--- config.mk ---
export PLATFORM = sky130hd
export DESIGN_NAME = compare_arbiter
export DESIGN_NICKNAME = d
export VERILOG_FILES = /design/src/rtl/compare_arbiter.sv
export SDC_FILE = /design/constraint.sdc
export NUM_CORES = 1
export LEC_CHECK = 0
export BUFFER_PORTS_ARGS = -buffer_cell sky130_fd_sc_hd__buf_4
export CAP_MARGIN = 20
export CORE_UTILIZATION = 35
export DETAILED_ROUTE_END_ITERATION = 8
export SYNTH_ARGS = -nofsm -noshare
export SYNTH_HDL_FRONTEND = slang
export SYNTH_SLANG_ARGS = --single-unit
--- constraint.sdc ---
create_clock -name clk -period 1.95 [get_ports clk]
set_input_delay 0.39 -clock clk [delete_from_list [all_inputs] [get_ports clk]]
set_output_delay 0.39 -clock clk [all_outputs]
set_load 0.005 [all_outputs]
--- src/rtl/compare_arbiter.sv ---
// compare_arbiter: shares one external combinational comparison unit between
// two requesters. A request is sampled in IDLE. The winner's operands are
// latched onto the cmp_* bus in ISSUE. The comparator result is captured with
// a one-cycle ack in RESP.
//
// Optional build macro: CMP_ARB_RR_EN
//   defined   -> round-robin on simultaneous requests (grant != last_grant)
//   undefined -> fixed priority, requester 0 wins contention
//
// Handshake: reqN is held high until ackN. ackN is a single-cycle pulse, and
// res/res_id are valid for requester N in the cycle ackN is high. A req still
// high after its ack is taken as a fresh request in the next IDLE cycle.
// Operands must be stable while req is high. They are latched at grant, so
// later changes do not affect the transaction in flight.
module compare_arbiter (
  input  logic       clk,
  input  logic       rst,
  input  logic       req0,
  input  logic       req1,
  input  logic [3:0] x0,
  input  logic [3:0] y0,
  input  logic [3:0] x1,
  input  logic [3:0] y1,
  input  logic [1:0] mode0,
  input  logic [1:0] mode1,
  input  logic       of0,
  input  logic       of1,
  output logic       ack0,
  output logic       ack1,
  output logic [8:0] res,
  output logic       res_id,
  output logic       busy,
  output logic [3:0] cmp_x,
  output logic [3:0] cmp_y,
  output logic [1:0] cmp_mode,
  output logic       cmp_of,
  input  logic [8:0] cmp_out,
  output logic [7:0] txn_cnt,
  output logic [1:0] state_dbg
);

  typedef enum logic [1:0] {
    S_IDLE  = 2'd0,
    S_ISSUE = 2'd1,
    S_RESP  = 2'd2
  } state_t;

  state_t     state_q, state_d;
  logic       ack0_q, ack0_d;
  logic       ack1_q, ack1_d;
  logic [8:0] res_q, res_d;
  logic       res_id_q, res_id_d;
  logic       busy_q, busy_d;
  logic [3:0] cmp_x_q, cmp_x_d;
  logic [3:0] cmp_y_q, cmp_y_d;
  logic [1:0] cmp_mode_q, cmp_mode_d;
  logic       cmp_of_q, cmp_of_d;
  logic [7:0] txn_cnt_q, txn_cnt_d;
  logic       grant_q, grant_d;
  logic       last_grant_q, last_grant_d;
  logic       any_req;
  logic       winner;

  // Arbitration: pick which requester would be granted if IDLE this cycle
  always_comb begin
    any_req = req0 | req1;
    winner  = 1'b0;
    if (req0 && req1) begin
`ifdef CMP_ARB_RR_EN
      winner = ~last_grant_q;
`else
      winner = 1'b0;
`endif
    end else if (req1) begin
      winner = 1'b1;
    end
  end

  // Next-state and next-output computation; everything holds by default
  always_comb begin
    state_d      = state_q;
    ack0_d       = 1'b0;
    ack1_d       = 1'b0;
    res_d        = res_q;
    res_id_d     = res_id_q;
    cmp_x_d      = cmp_x_q;
    cmp_y_d      = cmp_y_q;
    cmp_mode_d   = cmp_mode_q;
    cmp_of_d     = cmp_of_q;
    txn_cnt_d    = txn_cnt_q;
    grant_d      = grant_q;
    last_grant_d = last_grant_q;

    unique case (state_q)
      S_IDLE: begin
        if (any_req) begin
          grant_d      = winner;
          last_grant_d = winner;
          if (winner) begin
            cmp_x_d    = x1;
            cmp_y_d    = y1;
            cmp_mode_d = mode1;
            cmp_of_d   = of1;
          end else begin
            cmp_x_d    = x0;
            cmp_y_d    = y0;
            cmp_mode_d = mode0;
            cmp_of_d   = of0;
          end
          state_d = S_ISSUE;
        end
      end
      S_ISSUE: begin
        // The cmp_* bus has been stable for a full cycle, so cmp_out is settled
        res_d     = cmp_out;
        res_id_d  = grant_q;
        ack0_d    = ~grant_q;
        ack1_d    = grant_q;
        txn_cnt_d = txn_cnt_q + 8'd1;
        state_d   = S_RESP;
      end
      S_RESP: begin
        // Requests are not sampled here, so the ack pulse cannot re-trigger
        state_d = S_IDLE;
      end
      default: begin
        state_d = S_IDLE;
      end
    endcase

    busy_d = (state_d != S_IDLE);
  end

  // State and registered outputs; reset drops any in-flight transaction
  always_ff @(posedge clk or posedge rst) begin
    if (rst) begin
      state_q      <= S_IDLE;
      ack0_q       <= 1'b0;
      ack1_q       <= 1'b0;
      res_q        <= 9'h000;
      res_id_q     <= 1'b0;
      busy_q       <= 1'b0;
      cmp_x_q      <= 4'd0;
      cmp_y_q      <= 4'd0;
      cmp_mode_q   <= 2'd0;
      cmp_of_q     <= 1'b0;
      txn_cnt_q    <= 8'd0;
      grant_q      <= 1'b0;
      last_grant_q <= 1'b1;
    end else begin
      state_q      <= state_d;
      ack0_q       <= ack0_d;
      ack1_q       <= ack1_d;
      res_q        <= res_d;
      res_id_q     <= res_id_d;
      busy_q       <= busy_d;
      cmp_x_q      <= cmp_x_d;
      cmp_y_q      <= cmp_y_d;
      cmp_mode_q   <= cmp_mode_d;
      cmp_of_q     <= cmp_of_d;
      txn_cnt_q    <= txn_cnt_d;
      grant_q      <= grant_d;
      last_grant_q <= last_grant_d;
    end
  end

  assign ack0      = ack0_q;
  assign ack1      = ack1_q;
  assign res       = res_q;
  assign res_id    = res_id_q;
  assign busy      = busy_q;
  assign cmp_x     = cmp_x_q;
  assign cmp_y     = cmp_y_q;
  assign cmp_mode  = cmp_mode_q;
  assign cmp_of    = cmp_of_q;
  assign txn_cnt   = txn_cnt_q;
  assign state_dbg = state_q;

endmodule

==> metrics.md, run 1 <==
| Metric | Value |
|---|---|
| IO Pins | `69` |
| Area Overhead vs Synth | `43.1%` |
| Yosys warns | `0` |
| R2r startpoint | `state_dbg[1]` |
| Vias/cell | `4.55` |
| R2r worst-path depth | `4` |
| Power, Total | `3.24 mW` |
| Port Buffers | `68` |
| Gpl congestion | `0.685` |
| Finished layout cell area | `2220 um^2` |
| Worst path cell trace | `nand2b_1, inv_1, nand4_1, xnor2_1` |
| PwrDens | `1460 nW/um^2` |
| Skew final | `0.00763 ns` |
| CTS tree | `built` |
| Crit. End Element | `flop` |
| Max_cap viols | `0` |
| Total GRT Usage | `14.9%` |
| Post-DP HPWL | `2380 um` |
| Peak supply drop | `0.000502 V` |
| Hold Worst Slack | `0.188 ns` |
| Global-route wire length before repair | `5010 um` |
| CTS Buf Count | `5` |
| Final setup vio count | `0` |
| Setup TNS | `0 ns` |
| Sequential element share of the synthesized area | `56.5%` |
| RSZ-0062 raised after global routing | `false` |
| Core Box Area | `4120 um^2` |
| R2r setup slk | `0.53 ns` |
| Initial antenna violation count | `0` |
| CTS Sinks | `35` |
| Fin crit period | `1.42 ns` |
| Die Span X | `68.6 um` |
| CTS Hold Bufs | `0` |
| Grt total ovfl | `0` |
| Worst setup startpoint | `state_dbg[1]` |
| Die area | `4700 um^2` |
| Largest net degree at the start of global routing | `36` |
| Relative slew slack | `70.1%` |
| Final #Nets | `229` |
| Post-DP Area | `2110 um^2` |
| Ant. Diodes | `0` |
| Final Hold Vio Count | `0` |
| Slowest CP cell | `dfrtp_1` |
| Leak | `1.16 nW` |
| Die Ht | `68.6 um` |
| Max-slew violations | `0` |
| Root buf cell | `clkbuf_8` |
| Avg WL per Cell | `13.0 um` |
| H-tree depth | `2` |
| Max clock buf depth | `2` |
| Post-Syn Area | `1550 um^2` |
| Clock slew at reported path FFs | `0.08 ns` |
| Initial DRC Count | `65` |
| Routed Antenna Nets | `0` |
| Outcome | `complete, no violations` |
| DRC violations left | `0` |
| Post-Syn Instances | `119` |
| CP Data Arrival Time | `1.60 ns` |
| Crit-path max cell delay | `0.45 ns` |
| Worst min path class | `primary input to async pin` |
| Share of layout cells above drive strength 1 | `53.6%` |
| PostCTS Resize Cnt | `0` |
| Final worst path period share | `72.8%` |
| DR pass1 iterations | `4` |
| Post-synthesis net count | `155` |
| Slew @ Worst Pin | `0.447 ns` |
| Kind of critical path | `flop to flop` |
| Netlist cell types | `21` |
| Yosys reg bits | `35` |
| DRT Wirelength | `3180 um` |
| Crit path max fanout | `14` |
| Initial core utilization | `37.7%` |
| Synth Area per Inst | `13.0 um^2` |
| Fmax | `704 MHz` |
| RR Endpoint | `txn_cnt[3]` |
| Critical Path Sink | `txn_cnt[3]` |
| Vias in the first global route | `1102` |
| Startpoint Class | `flop` |
| Via count | `1111` |
| Row cnt | `23` |
| Worst skew pair latency | `0.29 ns` |
| Post-CTS Setup Repair Bufs | `0` |
| CP required | `2.13 ns` |
## sequential cells by signal (all words and copies together), names as in the netlist
signal and flops:
grant_q 1, busy 1, cmp_y 4, cmp_x 4, res 9, ack0 1, res_id 1, ack1 1
txn_cnt 8, state_dbg 2, cmp_mode 2, cmp_of 1
## how the worst min path moves through the flow
stage / from / endpoint / slack (ns) / cells after the start
2_1_floorplan: grant_q / ack0 / 0.41 / 1
3_3_place_gp: grant_q / ack0 / 0.44 / 1
3_5_place_dp: grant_q / ack0 / 0.45 / 1
4_1_cts: rst / res[4] / 0.21 / 3
5_1_grt: rst / res[4] / 0.24 / 3
6_report: rst / cmp_y[1] / 0.19 / 3
## logic make-up (layout without fill, tap and decap cells)
group	after synthesis	in the layout	synth area share (%)
fa+ha+maj	1	1	0.806
xor+xnor	7	7	3.95
buf+inv	6	81	3.06
compound gates	1	1	0.484
simple gates	46	46	14.2
flops	35	35	56.5
mux	23	23	21.0
## routing by layer
layer  share of wire, %  global-route usage, %  up-vias
met2                 48                   25.2       47
met5                  0                      0        -
met4                1.3                   7.03        0
met3                7.5                   3.95        3
met1                 43                   17.5      521
li1                   -                      -      540
## critical path: cells and delay by family (launching register included)
family | cells | cell delay [ns]
AND/OR/NAND/NOR | 2 | 0.37
flip-flops | 1 | 0.45
XOR/XNOR | 1 | 0.16
buffers and inverters | 1 | 0.32
## metrics by stage
step	setup WS, ns	instances	util, %
6_report	0.530	244	53.9
3_5_place_dp	0.256	236	51.2
5_1_grt	0.433	244	53.9
3_3_place_gp	0.287	236	51.2
4_1_cts	0.514	244	53.9
2_1_floorplan	0.589	119	-
## cells in the final DEF, fill, tap and decap left out
master	Yosys	routed
nor2_1	3	3
inv_1	2	2
nor3_4	1	1
clkinv_2	0	1
clkbuf_8	0	5
dfrtp_1	35	35
and4b_1	1	1
mux2_4	18	18
a21o_1	1	1
mux2_2	5	5
bufinv_16	0	1
nand2b_1	1	1
nor3_1	1	1
nand4_1	4	4
xnor2_1	7	7
buf_4	0	71
clkinv_4	0	1
and3_1	1	1
ha_1	1	1
nand2_1	32	32
nor2b_4	1	1
and2_1	1	1
## report_power, final
part / internal (mW) / total (mW) / switching [mW] / leakage, nW
Clock: 0.380 / 0.651 / 0.271 / 0.0581
Combinational: 0.798 / 1.29 / 0.492 / 0.675
Sequential: 1.05 / 1.30 / 0.248 / 0.431
## cell usage after synthesis (all sizes together)
| cell | count | share of area, % |
|---|---|---|
| a21o | 1 | 0.48 |
| mux2 | 23 | 21 |
| nor3 | 2 | 1.4 |
| nor2 | 3 | 0.73 |
| nand2b | 1 | 0.40 |
| and4b | 1 | 0.65 |
| inv | 2 | 0.48 |
| buf | 3 | 2.3 |
| nand4 | 4 | 1.6 |
| dfrtp | 35 | 56 |
| ha | 1 | 0.81 |
| nor2b | 1 | 0.89 |
| nand2 | 32 | 7.7 |
| xnor2 | 7 | 4.0 |
| clkbuf | 1 | 0.24 |
| and2 | 1 | 0.40 |
| and3 | 1 | 0.40 |
## layout make-up
cell class / instances / area [um^2]
clock buffers: 5 / 68.8
clock inverters: 3 / 43.8
repair buffers: 71 / 533
fillers: 363 / 1900
multi-input cells: 78 / 628
flip-flops and latches: 35 / 876
inverters: 2 / 7.51
well taps: 50 / 62.6
No activity file was read; power rests on OpenSTA's default activity.
==> run 2: changes to the inputs <==
- ABC_AREA: not set -> 1
- clock period: 1.95 -> 1.5 ns (I/O delays scaled with it)
==> run 2 against run 1 <==
Net effect: cell count grew 28%; first-iteration DRC count grew 69%; power grew 27%; setup slack lost 0.30 ns; clock-buffer cell count grew 1; wire length grew 7.3%; synthesized area shrank 0.65%; global-route usage grew 1.1 points; critical path type unchanged; largest power group unchanged; highest routed layer unchanged.
==> metrics.md, run 2 <==
| Metric | Value |
|---|---|
| Vias in the first global route | `1277 (+16%)` |
| CTS tree | `built` |
| CP Buf/Inv Count | `2 (+1)` |
| Final #Nets | `297 (+30%)` |
| Yosys top cell area share | `56.8% (+0.37 points)` |
| Yosys reg bits | `35 (unchanged)` |
| Top Family by Delay on Critical Path | `buffers and inverters` |
| Area Overhead vs Synth | `45.3%` |
| Most frequent cell after synthesis | `nand2_1` |
| Post-synth top area cell | `dfrtp_1` |
| Die area | `4670 um^2 (-0.63%)` |
| Number of synthesized flops with an enable pin | `0 (unchanged)` |
| Most common cell after layout, fill and taps aside | `nand2_1` |
| Fin crit period | `1.27 ns (-0.153 ns)` |
| Relative slew slack | `70.6% (+0.50 points)` |
| Power, Total | `4.13 mW (+27%)` |
| Yosys warns | `0 (unchanged)` |
| Peak supply drop | `0.000703 V (+40%)` |
| Port Buffers | `68 (unchanged)` |
| RSZ-0062 raised after global routing | `false` |
| Netlist cell types | `16 (-24%)` |
| PostCTS Resize Cnt | `0 (unchanged)` |
| Post-DP Area | `2100 um^2 (-0.36%)` |
| Main flop type after synthesis | `dfrtp_1` |
| Finished layout cell area | `2240 um^2 (+0.90%)` |
| Kind of critical path | `flop to flop` |
| Max-slew violations | `0 (unchanged)` |
| Core Box Area | `4120 um^2 (unchanged)` |
| Max_cap viols | `0 (unchanged)` |
| Worst min path class | `primary input to async pin` |
| Global-route wire length before repair | `5440 um (+8.7%)` |
| Root buf cell | `clkbuf_8` |
| R2r startpoint | `state_dbg[1]` |
| Die Span X | `68.4 um (-0.31%)` |
| Startpoint Class | `flop` |
| Crit-path max cell delay | `0.43 ns (-0.02 ns)` |
| Via count | `1396 (+26%)` |
| Die Ht | `68.4 um (-0.31%)` |
| CP Data Arrival Time | `1.49 ns (-0.11 ns)` |
| Crit path max fanout | `12 (-2)` |
| CTS Buf Count | `5 (unchanged)` |
| Total GRT Usage | `16.0% (+1.1 points)` |
| Final Hold Vio Count | `0 (unchanged)` |
| Fmax | `789 MHz (+12%)` |
| CP required | `1.72 ns (-0.41 ns)` |
| Most frequent cells in the layout | `nand2_1, buf_4, dfrtp_1, nand3_1, inv_1` |
| Avg WL per Cell | `10.9 um (-16%)` |
| Largest net degree at the start of global routing | `36 (unchanged)` |
| Skew final | `0.00440 ns (-0.00324 ns)` |
| Final worst path period share | `84.4% (+12 points)` |
| Gpl congestion | `0.717 (+4.8%)` |
| DR pass1 iterations | `4 (unchanged)` |
| Worst skew pair latency | `0.29 ns (about the same)` |
| Ys async rst share | `100% (unchanged)` |
| Hold Worst Slack | `0.103 ns (-0.0846 ns)` |
| Slew @ Worst Pin | `0.441 ns (-0.00660 ns)` |
| Ant. Diodes | `0 (unchanged)` |
| Synth Area per Inst | `8.24 um^2 (-37%)` |
| Initial antenna violation count | `0 (unchanged)` |
| Routed Antenna Nets | `0 (unchanged)` |
| Leak | `1.30 nW (+11%)` |
| Initial core utilization | `37.5% (-0.24 points)` |
| PwrDens | `1840 nW/um^2 (+26%)` |
| IO Pins | `69 (unchanged)` |
| Worst setup startpoint | `state_dbg[1]` |
| Post-DP HPWL | `2470 um (+3.8%)` |
| Final setup vio count | `0 (unchanged)` |
| Vias/cell | `4.47 (-1.7%)` |
| Outcome | `complete, no violations` |
| Worst path cell trace | `inv_1, nand2_2, inv_1, nor2_1, nor2_1` |
| Most frequent cells after synthesis | `nand2_1, dfrtp_1, nand3_1, inv_1, nor2_1` |
| Sequential element share of the synthesized area | `56.8% (+0.37 points)` |
| Fillcell total | `414 (+14%)` |
| Post-Syn Instances | `187 (+57%)` |
| Slowest CP cell | `dfrtp_1` |
| H-tree depth | `2 (unchanged)` |
| Clock slew at reported path FFs | `0.07 ns (about the same)` |
| Post-Syn Area | `1540 um^2 (-0.65%)` |
| Initial DRC Count | `110 (+69%)` |
| Synth area leaders | `dfrtp_1, nand2_1, nand3_1` |
| CTS Sinks | `35 (unchanged)` |
| Row cnt | `23 (unchanged)` |
| Crit. End Element | `flop` |
| Max clock buf depth | `2 (unchanged)` |
| DRC violations left | `0 (unchanged)` |
| Setup TNS | `0 ns (unchanged)` |
| Share of layout cells above drive strength 1 | `33.2% (-20 points)` |
| Max FFs per register | `9 (unchanged)` |
| Grt total ovfl | `0 (unchanged)` |
| DRT Wirelength | `3420 um (+7.3%)` |
| Post-synthesis net count | `223 (+44%)` |
==> run 2: changes by cell type after synthesis, moves of 3 or more <==
| cell | before | now |
|---|---|---|
| nor2_1 | 3 | 7 |
| buf_2 | 1 | 6 |
| mux2_4 | 18 | 0 |
| nand4_1 | 4 | 0 |
| nand3_1 | 0 | 13 |
| xnor2_1 | 7 | 1 |
| mux2_2 | 5 | 0 |
| inv_1 | 2 | 10 |
| nand2_1 | 32 | 102 |
| xor2_1 | 0 | 3 |
==> run 2: area by class of cell <==
type	count	area (um^2)	area share, %
clock buffers	6	82.6	3.69
clock inverters	2	35.0	1.56
inverters	11	41.3	1.84
multi-input cells	134	587	26.2
flip-flops and latches	35	876	39.1
well taps	50	62.6	2.79
repair buffers	74	556	24.8
==> run 2: timing repair <==
action / 4_1_cts / 5_1_grt
setup endpoints to repair: 0 / 7
hold buffers: 0 / 0
setup buffers: 0 / 3
endpoints found under the hold margin: 0 / 0
==> run 2: power by group <==
group | total (mW) | switching (mW) | internal (mW) | leakage [nW]
clock network | 0.877 | 0.340 | 0.538 | 0.0612
registers | 1.65 | 0.291 | 1.36 | 0.439
logic | 1.60 | 0.759 | 0.841 | 0.797
==> run 2: through the flow <==
| stage | cells | util (%) | setup slack (ns) |
|---|---|---|---|
| after floorplan | 187 | - | 0.412 |
| after global placement | 301 | 51.0 | 0.0970 |
| after detailed placement | 301 | 51.0 | 0.0704 |
| after CTS | 309 | 53.9 | 0.0959 |
| after global routing | 312 | 54.4 | 0.102 |
| final | 312 | 54.4 | 0.233 |
==> run 2: layer usage <==
metal	wire (um)	vias to the layer above	share of wire (%)	track usage, %
met3	273	6	8.0	6.00
met2	1520	55	44	25.9
met5	0	-	0	0
li1	-	715	-	-
met4	60	0	1.8	7.03
met1	1560	620	46	18.9
==> run 2: kinds of logic after synthesis <==
| kind of cell | Yosys count | share of synthesized area [%] |
|---|---|---|
| buffers and inverters | 18 | 5.11 |
| AO/OA/AOI/OAI | 1 | 0.324 |
| flip-flops | 35 | 56.8 |
| adder cells (fa/ha/maj) | 1 | 0.812 |
| AND/OR/NAND/NOR | 128 | 34.7 |
| XOR/XNOR | 4 | 2.27 |
==> run 2: final timing paths <==
check | end | slack [ns] | cells after the start
min in group clk | res[4] | 0.20 | 3
min | cmp_y[3] | 0.10 | 3
max in group asynchronous | txn_cnt[7] | 1.08 | 3
max | res_id | 0.23 | 5
min reg2reg | cmp_y[3] | 0.48 | 2
max reg2reg | res_id | 0.23 | 5
==> run 2: worst reg2reg max path: stages (launching register included) <==
cell	delay (ns)
dfrtp_1	0.43
inv_1	0.10
nand2_2	0.15
inv_1	0.35
nor2_1	0.07
nor2_1	0.10
==> run 3: changes to the inputs <==
- ABC_AREA: 1 -> 0
- clock period: 1.5 -> 1.2 ns (I/O delays scaled with it)
==> run 3 against run 2 <==
Net effect: the run now ends with negative setup slack left; power rose by 33%; cell count fell by 20%; worst hold slack lost 0.094 ns; critical path type is now flop to primary output; critical endpoint is now state_dbg[0]; largest cell class unchanged; setup slack worse by 0.26 ns; non-clock buffer count grew 3.
==> metrics.md, run 3 (same netlist as run 1, synthesis figures left out) <==
| Metric | Value |
|---|---|
| RR Endpoint | `txn_cnt[7]` |
| CTS tree | `built` |
| CTS Buf Count | `5 (unchanged)` |
| Storage cell area | `878 um^2 (+0.29%)` |
| Pre-CTS setup slack | `-0.148 ns (-0.218 ns)` |
| Die Ht | `68.6 um (+0.31%)` |
| Relative slew slack | `85.6% (+15 points)` |
| Final #Nets | `235 (-21%)` |
| Routed Antenna Nets | `0 (unchanged)` |
| Sw Share | `29.5% (-4.2 points)` |
| CP required | `0.96 ns (-0.76 ns)` |
| Gpl congestion | `0.676 (-5.8%)` |
| NetSw | `1.62 mW (+17%)` |
| Power, Total | `5.50 mW (+33%)` |
| Largest net degree at the start of global routing | `36 (unchanged)` |
| Final worst path period share | `102%` |
| Leak | `1.22 nW (-5.8%)` |
| Via count | `1145 (-18%)` |
| Total GRT Usage | `14.8% (-1.2 points)` |
| Global-route wire length before repair | `5020 um (-7.7%)` |
| DRC violations left | `0 (unchanged)` |
| Vias in the first global route | `1116 (-13%)` |
| Final Hold Vio Count | `0 (unchanged)` |
| CP Data Arrival Time | `0.98 ns (-0.51 ns)` |
| Final core occ | `56.8% (+2.4 points)` |
| Avg WL per Cell | `12.3 um (+13%)` |
| Crit path max fanout | `4 (-8)` |
| Critical Path Sink | `state_dbg[0]` |
| Die area | `4700 um^2 (+0.63%)` |
| Worst skew pair latency | `0.28 ns (about the same)` |
| R2r setup slk | `-0.02 ns (-0.26 ns)` |
| Post-DP HPWL | `2310 um (-6.6%)` |
| Root buf cell | `clkbuf_8` |
| Port Buffers | `68 (unchanged)` |
| RSZ-0062 raised after global routing | `true` |
| Vias/cell | `4.58 (+2.4%)` |
| Clk pwr share | `19.5% (-1.8 points)` |
| Most common cell after layout, fill and taps aside | `buf_4` |
| Failing checks | `negative setup slack` |
| Startpoint Class | `flop` |
| Met2 wire len | `1560 um (+2.7%)` |
| Die Span X | `68.6 um (+0.31%)` |
| Slew @ Worst Pin | `0.215 ns (-0.225 ns)` |
| Skew final | `0.00279 ns (-0.00161 ns)` |
| R2r startpoint | `state_dbg[0]` |
| Min setup slack post-route | `-0.0234 ns (-0.257 ns)` |
| R2r worst-path depth | `4 (-1)` |
| Area Overhead vs Synth | `50.6%` |
| WL met1 | `1240 um (-21%)` |
| Max clock buf depth | `2 (unchanged)` |
| Max-slew violations | `0 (unchanged)` |
| Top sig layer | `met4` |
| DR pass1 iterations | `4 (unchanged)` |
| DRT Wirelength | `3080 um (-9.7%)` |
| Initial core utilization | `37.7% (+0.24 points)` |
| CTS Sinks | `35 (unchanged)` |
| Row cnt | `23 (unchanged)` |
| Worst min path class | `primary input to async pin` |
| Setup TNS | `-0.132 ns (-0.132 ns)` |
| Flop pwr share | `38.2% (-1.8 points)` |
| IO Pins | `69 (unchanged)` |
| Fin crit period | `1.22 ns` |
| Area of the multi-input gates | `648 um^2 (+10%)` |
| Met3 Wirelength | `237 um (-13%)` |
| Cell Int Power | `3.88 mW (+42%)` |
| Max_cap viols | `0 (unchanged)` |
| PwrDens | `2350 nW/um^2 (+28%)` |
| Core Box Area | `4120 um^2 (unchanged)` |
| Final setup vio count | `16 (+16)` |
| H-tree depth | `2 (unchanged)` |
| Share of layout cells above drive strength 1 | `57.5% (+24 points)` |
| Max FFs per register | `9 (unchanged)` |
| Ant. Diodes | `0 (unchanged)` |
| Initial antenna violation count | `0 (unchanged)` |
| Fillcell total | `358 (-14%)` |
| Initial DRC Count | `70 (-36%)` |
| Comb power frac | `42.3% (+3.5 points)` |
| Crit. End Element | `primary output` |
| Clock slew at reported path FFs | `0.07 ns (about the same)` |
| Outcome | `finished, violations left` |
| Fmax | `817 MHz` |
| Most frequent cells in the layout | `buf_4, dfrtp_1, nand2_1, mux2_4, xnor2_1` |
| Worst setup startpoint | `state_dbg[0]` |
| Grt total ovfl | `0 (unchanged)` |
| Kind of critical path | `flop to primary output` |
| Peak supply drop | `0.000830 V (+18%)` |
run 3: changes by cell type in the layout (fill, tap and decap cells not counted), moves of 3 or more:
cell     delta
nand2_1    -70
mux2_4     +21
nand3_1    -13
inv_1       -9
xnor2_1     +6
nand4_1     +4
nor2_1      -4
buf_12      +3
xor2_1      -3
run 3: power groups by stage:
stage	registers [mW]	logic [mW]	clock network, mW
detailed placement	2.10	2.27	0
finish	2.10	2.32	1.07
global placement	2.09	2.20	0
floorplan	2.10	1.04	0
CTS	2.10	2.29	1.11
global route	2.19	2.56	1.17
run 3: per-stage QoR:
step	hold WS [ns]	area (um^2)	std cells
floorplan	0.345	1550	119
global placement	0.305	2180	241
detailed placement	0.324	2180	241
CTS	0.0135	2310	249
global route	0.0153	2340	250
finish	0.00844	2340	250
run 3: metal layers:
layer  up-vias  global-route usage [%]
li1        558                       -
met5         -                       0
met2        48                    24.8
met1       531                    17.8
met4         0                    6.25
met3         8                    4.11
run 3: what timing repair did:
action | CTS | global route
resized for setup | 5 | 5
hold buffers | 0 | 0
pin swaps | 0 | 1
buffers inserted | 0 | 1
setup endpoints to repair | 16 | 30
run 3: critical path: stages, from the launching register on:
cell and delay, ns:
dfrtp_1 0.41, buf_4 0.17, buf_4 0.13
run 3: how the worst min path moves through the flow:
stage | start | to | slack [ns] | cells past startpoint
finish | rst | cmp_x[3] | 0.008 | 3
global route | rst | res[7] | 0.02 | 3
global placement | rst | cmp_x[3] | 0.30 | 3
CTS | rst | cmp_y[3] | 0.01 | 3
floorplan | cmp_out[0] | res[0] | 0.35 | 2
detailed placement | rst | res[7] | 0.32 | 3
run 3: cell type report:
cell class / count / share of cell area [%]
clock buffer: 6 / 3.53
clock inverter: 2 / 1.50
inverter: 2 / 0.321
multi-input combinational: 78 / 27.7
sequential: 35 / 37.6
tap: 50 / 2.68
timing repair buffer: 77 / 26.7
